$ cat src/rtl/tile_scheduler.sv
// tile_scheduler: sweeps an (i_last+1) x (j_last+1) tile grid row-major, one tile at a time.
// Define TILE_SCHED_TIMEOUT_EN to add a per-tile tp_done timeout of TIMEOUT_CYCLES WAIT cycles.
module tile_scheduler #(
   parameter int TIMEOUT_CYCLES = 4096
) (
   input  logic       clk,
   input  logic       rst,
   input  logic       cmd_valid,
   output logic       cmd_ready,
   input  logic [2:0] cmd_op,
   input  logic [2:0] cmd_i_last,
   input  logic [2:0] cmd_j_last,
   input  logic       abort,
   output logic       tp_start,
   output logic [2:0] tp_tile_i,
   output logic [2:0] tp_tile_j,
   output logic [2:0] tp_op_code,
   input  logic       tp_done,
   output logic       busy,
   output logic       sched_done,
   output logic       err_opcode,
   output logic       err_timeout,
   output logic       aborted,
   output logic [6:0] tiles_done,
   output logic [1:0] dbg_state
);

   // Command handshake: a command transfers on a rising edge where cmd_valid && cmd_ready;
   // cmd_ready is high only in IDLE, so a command offered while busy is held off, not dropped.
   typedef enum logic [1:0] {IDLE, ISSUE, WAIT, FINISH} state_t;

   state_t     state;
   logic [2:0] i_last;
   logic [2:0] j_last;
   logic       abort_pend;
   logic       first_wait;
   logic       tile_is_last;

   if (TIMEOUT_CYCLES < 2) begin : g_bad_timeout
      $error("TIMEOUT_CYCLES must be at least 2");
   end

   assign cmd_ready    = (state == IDLE);
   assign busy         = (state != IDLE);
   assign dbg_state    = state;
   assign tile_is_last = (tp_tile_i == i_last) && (tp_tile_j == j_last);

`ifdef TILE_SCHED_TIMEOUT_EN
   localparam int CNT_W = $clog2(TIMEOUT_CYCLES) + 1;
   logic [CNT_W-1:0] wait_cnt;
`else
   assign err_timeout = 1'b0;
`endif

   always_ff @(posedge clk) begin
      if (rst) begin
         state      <= IDLE;
         tp_start   <= 1'b0;
         tp_tile_i  <= 3'd0;
         tp_tile_j  <= 3'd0;
         tp_op_code <= 3'd0;
         i_last     <= 3'd0;
         j_last     <= 3'd0;
         sched_done <= 1'b0;
         err_opcode <= 1'b0;
         aborted    <= 1'b0;
         tiles_done <= 7'd0;
         abort_pend <= 1'b0;
         first_wait <= 1'b0;
`ifdef TILE_SCHED_TIMEOUT_EN
         err_timeout <= 1'b0;
         wait_cnt    <= '0;
`endif
      end else begin
         tp_start   <= 1'b0;
         sched_done <= 1'b0;
         case (state)
            IDLE: begin
               if (cmd_valid) begin
                  tp_op_code <= cmd_op;
                  i_last     <= cmd_i_last;
                  j_last     <= cmd_j_last;
                  tp_tile_i  <= 3'd0;
                  tp_tile_j  <= 3'd0;
                  tiles_done <= 7'd0;
                  aborted    <= 1'b0;
                  abort_pend <= 1'b0;
`ifdef TILE_SCHED_TIMEOUT_EN
                  err_timeout <= 1'b0;
`endif
                  if (cmd_op > 3'd4) begin
                     err_opcode <= 1'b1;
                     state      <= FINISH;
                  end else begin
                     err_opcode <= 1'b0;
                     tp_start   <= 1'b1;
                     state      <= ISSUE;
                  end
               end
            end
            ISSUE: begin
               if (abort) begin
                  abort_pend <= 1'b1;
                  aborted    <= 1'b1;
               end
               first_wait <= 1'b1;
`ifdef TILE_SCHED_TIMEOUT_EN
               wait_cnt <= '0;
`endif
               state <= WAIT;
            end
            WAIT: begin
               first_wait <= 1'b0;
               if (abort) begin
                  abort_pend <= 1'b1;
                  aborted    <= 1'b1;
               end
               // The first WAIT cycle cannot carry a real completion for this tile.
               if (tp_done && !first_wait) begin
                  tiles_done <= tiles_done + 7'd1;
                  if (tile_is_last || abort_pend || abort) begin
                     state <= FINISH;
                  end else begin
                     if (tp_tile_j == j_last) begin
                        tp_tile_j <= 3'd0;
                        tp_tile_i <= tp_tile_i + 3'd1;
                     end else begin
                        tp_tile_j <= tp_tile_j + 3'd1;
                     end
                     tp_start <= 1'b1;
                     state    <= ISSUE;
                  end
               end
`ifdef TILE_SCHED_TIMEOUT_EN
               else if (wait_cnt == CNT_W'(TIMEOUT_CYCLES - 1)) begin
                  err_timeout <= 1'b1;
                  state       <= FINISH;
               end else begin
                  wait_cnt <= wait_cnt + CNT_W'(1);
               end
`endif
            end
            FINISH: begin
               sched_done <= 1'b1;
               state      <= IDLE;
            end
            default: state <= IDLE;
         endcase
      end
   end

endmodule

$ cat config.mk
export PLATFORM = sky130hd
export DESIGN_NAME = tile_scheduler
export DESIGN_NICKNAME = d
export VERILOG_FILES = /design/src/rtl/tile_scheduler.sv
export SDC_FILE = /design/constraint.sdc
export NUM_CORES = 1
export LEC_CHECK = 0
export BUFFER_PORTS_ARGS = -buffer_cell sky130_fd_sc_hd__buf_2
export CAP_MARGIN = 20
export CORE_MARGIN = 5
export CORE_UTILIZATION = 51
export DETAILED_ROUTE_END_ITERATION = 12
export GPL_TIMING_DRIVEN = 1
export HOLD_SLACK_MARGIN = 0.03
export PLACE_DENSITY = 0.78
export SLEW_MARGIN = 10
export SYNTH_ARGS = -nofsm -noshare
export SYNTH_HDL_FRONTEND = slang
export SYNTH_SLANG_ARGS = --single-unit
$ cat constraint.sdc
create_clock -name clk -period 2.1 [get_ports clk]
set_clock_uncertainty 0.05 [all_clocks]
set_input_delay 0.42 -clock clk [delete_from_list [all_inputs] [get_ports clk]]
set_output_delay 0.42 -clock clk [all_outputs]
set_load 0.05 [all_outputs]
==> results of run 1 <==
-- metrics by stage --
step	cell area (um^2)	worst slack [ps]	std cells	hold slack, ps
after CTS	1730	38.5	240	250
after detailed placement	1660	64.8	232	399
final	1740	177	240	265
after floorplan	1420	93.6	167	398
after global placement	1660	198	232	394
after global routing	1740	56.0	240	255
-- layout make-up --
type	instances	area [um^2]	area share (%)
Inverter	6	22.5	1.30
Clock inverter	1	5.00	0.288
Multi-Input combinational cell	125	790	45.5
Tap cell	31	38.8	2.23
Clock buffer	7	65.1	3.75
Sequential cell	29	588	33.9
Timing Repair Buffer	41	228	13.1
-- cell usage in the layout (no fill, tap or decap), drive strengths merged, types with 3 or more instances in the layout --
master / instances
xor2: 9
buf: 41
ha: 7
xnor2: 3
inv: 6
nor2b: 3
or3: 3
nand4: 6
o21ai: 7
nor3: 3
nand2: 24
clkbuf: 7
nor2: 17
a21oi: 17
dfxtp: 29
-- state kept, by name (all words and copies together), names as in the netlist, 2 cells and up --
signal and flops:
tiles_done 7, i_last 3, j_last 3, tp_op_code 3, tp_tile_i 3, tp_tile_j 3, dbg_state 2
-- worst max-delay path: stages (launching register included) --
cell,delay (ps)
dfxtp_4,360
inv_1,130
ha_2,250
mux2i_1,100
a21o_1,240
or3_1,330
mux2_2,270
a21oi_1,140
-- report_power, final --
part	switching [W]	internal [W]	total, W
registers	0.0000697	0.000643	0.000713
logic	0.000736	0.000365	0.00110
clock network	0.000193	0.000194	0.000386
-- metal layers --
layer / part of all wire (%) / up-vias / global-route usage [%]
met3: 6.2 / 8 / 6.47
met5: 0 / - / 0
met1: 43 / 602 / 20.9
li1: - / 660 / -
met2: 48 / 35 / 28.9
met4: 2.3 / 0 / 8.75
-- final timing paths --
| kind | from | endpoint | cells past startpoint |
|---|---|---|---|
| hold / removal | cmd_i_last[2] | i_last[2] | 3 |
| setup / recovery | dbg_state[0] | tp_tile_i[2] | 7 |
| setup reg to reg | dbg_state[0] | tp_tile_i[2] | 7 |
| hold reg to reg | tp_op_code[0] | tp_op_code[0] | 2 |
-- cells by family (layout without fill, tap and decap cells) --
group,Yosys count,count (layout),share of synthesized area [%]
AOI/OAI and AO/OA,37,37,16.7
xor gates and xnor gates,12,12,7.50
adders and majority gates,7,7,6.25
buffers and inverters,13,55,3.84
DFF,29,29,41.4
muxes,3,3,2.32
other,1,1,0.268
and+or+nand+nor,65,65,21.7
-- what timing repair did --
action                                  in CTS  in global routing
endpoints found under the setup margin       0                  4
setup buffers                                0                  0
resized for setup                            0                  2
==> flow_summary.toml, run 1 <==
[clock_tree]
cts_buffers = 5
cts_tree = "built"
postCtsHoldBufs = 0
clockRootBuffer = "clkbuf_4"
cts_htree_levels = 2
cts_buffer_depth = 2
clk_latency_ps = 330
clk_pin_slew_ps = 90
cts.sinks = 29

[drt]
wirelength_um = 3290
dr.pass1.iters = 4
vias = 1305
first_iter_violations = 74
route.detailed.drc = 0
via_per_inst = 5.44
wl_per_cell_um = 13.7
antenna_left = 0

[finish]
fillers = 247
final_util_pct = 64.6
finalNetCount = 229
area_growth_pct = 23.9
drive_above_1_share_pct = 27.8
diodes = 0

[placed_design]
place.gp.congestion = 0.843
dpl.hpwl_um = 2470
port-buffer-count = 37

[die]
die_w_um = 62.4
io_pins = 39
die_area_mm2 = 0.00390
die_h_um = 62.4
core_area_mm2 = 0.00269
initial_core_util_pct = 52.2
rows = 19

[critical_path]
critPathCaptureType = "flop"
r2r_slack_ps = 180
worst-path-max-fanout = 8
arrival_ps = 2140
start_kind = "flop"
path_class = "flop to flop"
required_ps = 2320

[power]
p_per_area_mw_per_mm2 = 1270
p_leak_nw = 0.793
total_power_w = 0.00220
ir_drop_mv = 0.986

[synth]
synth.area.top_cells = "dfxtp_1, nand2_1, ha_1, a21oi_1, xor2_1"
synth.most_common_cell = "dfxtp_1"
async_flop_share_pct = 0
synth_edf_count = 0
yosys.cell_types.count = 37
yosysSeqAreaShare_pct = 41.4
yosysTopAreaCellShare_pct = 41.4
yosys.area.top_type = "dfxtp_1"
yosysWarnings = 0
synth-seq-cells = 29
synth.avg_cell_area_um2 = 8.39
synth_area_mm2 = 0.00140
synthTopCellsByCount = "dfxtp_1, nand2_1, nor2_1"
syn_nets = 188
ys.flop_type = "dfxtp_1"
syn_inst = 167

[sta]
worst_pin_slew_ps = 518
slew_violations = 0
finalCritPeriodShare_pct = 91.6
relSlewSlack_pct = 65.1
tns_ps = 0
setup_viol = 0
hold_viol = 0
rsz0062_at_grt = "false"
fmax_mhz = 520
period_minus_slack_ps = 1920

[job]
cap_violations = 0

[status]
outcome = "completed"

[hold_path]
worstHoldPathType = "primary input to flop"

[global_route]
track_usage_pct = 17.9
grt_pass1_vias = 1296
grt_pass1_wl_um = 5690
grt_overflow = 0
grt_antenna_before_repair = 0
grt_max_degree = 23
No activity file was read; power rests on OpenSTA's default activity.
==> inputs of run 2 (changes only) <==
--- a/config.mk
+++ b/config.mk
@@ -8,11 +8,11 @@
 export BUFFER_PORTS_ARGS = -buffer_cell sky130_fd_sc_hd__buf_2
 export CAP_MARGIN = 20
 export CORE_MARGIN = 5
-export CORE_UTILIZATION = 51
+export CORE_UTILIZATION = 55
 export DETAILED_ROUTE_END_ITERATION = 12
 export GPL_TIMING_DRIVEN = 1
 export HOLD_SLACK_MARGIN = 0.03
-export PLACE_DENSITY = 0.78
+export PLACE_DENSITY = 0.83
 export SLEW_MARGIN = 10
 export SYNTH_ARGS = -nofsm -noshare
 export SYNTH_HDL_FRONTEND = slang
==> constraint.sdc (replaced) <==
create_clock -name clk -period 2.3 [get_ports clk]
set_clock_uncertainty 0.05 [all_clocks]
set_input_delay 0.46 -clock clk [delete_from_list [all_inputs] [get_ports clk]]
set_output_delay 0.46 -clock clk [all_outputs]
set_load 0.05 [all_outputs]
==> run 2 against run 1 <==
- hold slack improved by 52 ps
- critical endpoint is now tp_tile_j[2]
- sequential cell count did not move
- sequential power fell by 10%
- die area fell by 6.1%
- wire length fell by 3.2%
- non-clock buffer count fell by 2
- register-to-register slack improved by 40 ps
==> flow_summary.toml, run 2 (synthesis results as in run 1) <==
[power]
clkPwrFrac_pct = 16.7
p_per_area_mw_per_mm2 = 1120
internal_power_w = 0.000995
p_sw_w = 0.000875
seqPwrFrac_pct = 34.3
swShare_pct = 46.8
pwr-share-comb_pct = 49.0
ir_drop_mv = 1.04
p_leak_nw = 0.766

[clock_tree]
cts_tree = "built"
cts_htree_levels = 2
cts.sinks = 29
postCtsSetupRepairBufs = 0
clk_latency_ps = 330
cts_resized = 0
postCtsHoldBufs = 0
cts_buffers = 5
clk_pin_slew_ps = 90
clockRootBuffer = "clkbuf_4"
cts_buffer_depth = 2

[finish]
top_register = "tiles_done"
final_cell_mix = "buf_2, dfxtp_1, nand2_1"
drive_above_1_share_pct = 26.2
mostFrequentLayoutCell = "buf_2"
regArea_um2 = 583
final_util_pct = 68.0
area_growth_pct = 19.2
largest_reg_flops = 7
fin_cells = 236
fillers = 222
multi_input_area_um2 = 772
finalNetCount = 227
diodes = 0

[sta]
slew_violations = 0
layout_setup_ws_ps = 219
tns_ps = 0
setup_viol = 0
finalCritPeriodShare_pct = 90.5
fmax_mhz = 481
hold_viol = 0
period_minus_slack_ps = 2080
relSlewSlack_pct = 58.3
worst_pin_slew_ps = 619
rsz0062_at_grt = "false"

[critical_path]
reg2reg_depth = 7
start_kind = "flop"
path_class = "flop to flop"
r2r_slack_ps = 220
critPathCaptureType = "flop"
worst-path-max-fanout = 12
required_ps = 2530
arrival_ps = 2310
timing.rr.end = "tp_tile_j[2]"
r2r-start = "dbg_state[0]"

[global_route]
track_usage_pct = 20.0
grt_max_degree = 23
grt_pass1_wl_um = 5380
grt_antenna_before_repair = 0
grt_pass1_vias = 1300
grt_overflow = 0

[status]
outcome = "completed"

[die]
die_h_um = 60.5
die_w_um = 60.5
rows = 18
die_area_mm2 = 0.00366
io_pins = 39
initial_core_util_pct = 57.1
core_area_mm2 = 0.00245

[drt]
dr.pass1.iters = 4
via_per_inst = 5.55
wirelength_um = 3180
wl_per_cell_um = 13.5
first_iter_violations = 26
route.detailed.drc = 0
antenna_left = 0
vias = 1309

[placed_design]
port-buffer-count = 37
dpl.hpwl_um = 2380
place_inst = 229
place.gp.congestion = 0.876
dp_slack_ps = 146

[hold_path]
hold_depth = 3
worstHoldPathType = "primary input to flop"
min_from = "cmd_i_last[1]"
min_to = "i_last[1]"

[job]
cap_violations = 0
## run 2: changes by cell type in the layout (fill, tap and decap cells not counted), sizes merged
cell | previous run | this run
clkinv | 1 | 0
buf | 41 | 39
## run 2: critical path, cell delays in order (launching register included)
cell      delay, ps
dfxtp_2         350
inv_1            90
ha_2            310
mux2i_1         190
a21oi_2         290
o211ai_1        220
nor3b_1         310
o221a_2         230
## run 2: worst max path at each step
stage | from | to | depth (start not counted)
6_report | dbg_state[0] | tp_tile_j[2] | 7
5_1_grt | dbg_state[0] | tp_tile_j[2] | 7
4_1_cts | dbg_state[0] | tp_tile_j[2] | 7
3_5_place_dp | dbg_state[0] | tp_tile_i[2] | 7
3_3_place_gp | dbg_state[0] | tp_tile_i[2] | 7
2_1_floorplan | dbg_state[0] | tp_tile_i[2] | 7
## run 2: power by group through the flow
| stage | clock network [W] | logic (W) | registers, W |
|---|---|---|---|
| 6_report | 0.000312 | 0.000916 | 0.000642 |
| 3_5_place_dp | 0 | 0.000909 | 0.000655 |
| 2_1_floorplan | 0 | 0.000544 | 0.000814 |
| 5_1_grt | 0.000343 | 0.00101 | 0.000653 |
| 3_3_place_gp | 0 | 0.000885 | 0.000648 |
| 4_1_cts | 0.000317 | 0.000915 | 0.000643 |
## run 2: layout make-up
type / count / share of cell area, %
multi-input combinational: 125 / 46.2
sequential: 29 / 34.9
timing repair buffer: 39 / 12.0
tap: 30 / 2.25
clock buffer: 7 / 3.30
inverter: 6 / 1.35
## run 2: metrics by stage
| step | power (W) | cell area [um^2] | hold slack, ps |
|---|---|---|---|
| floorplan | 0.00136 | 1410 | 398 |
| global placement | 0.00153 | 1610 | 392 |
| detailed placement | 0.00156 | 1610 | 394 |
| CTS | 0.00187 | 1670 | 315 |
| global route | 0.00201 | 1670 | 305 |
| finish | 0.00187 | 1670 | 317 |
## run 2: routing by layer
| layer | GRT usage [%] | part of all wire [%] | vias to the layer above |
|---|---|---|---|
| met2 | 34.0 | 49 | 48 |
| met4 | 10.5 | 2.7 | 0 |
| met5 | 0 | 0 | - |
| li1 | - | - | 654 |
| met3 | 8.09 | 7.9 | 11 |
| met1 | 21.4 | 40 | 596 |
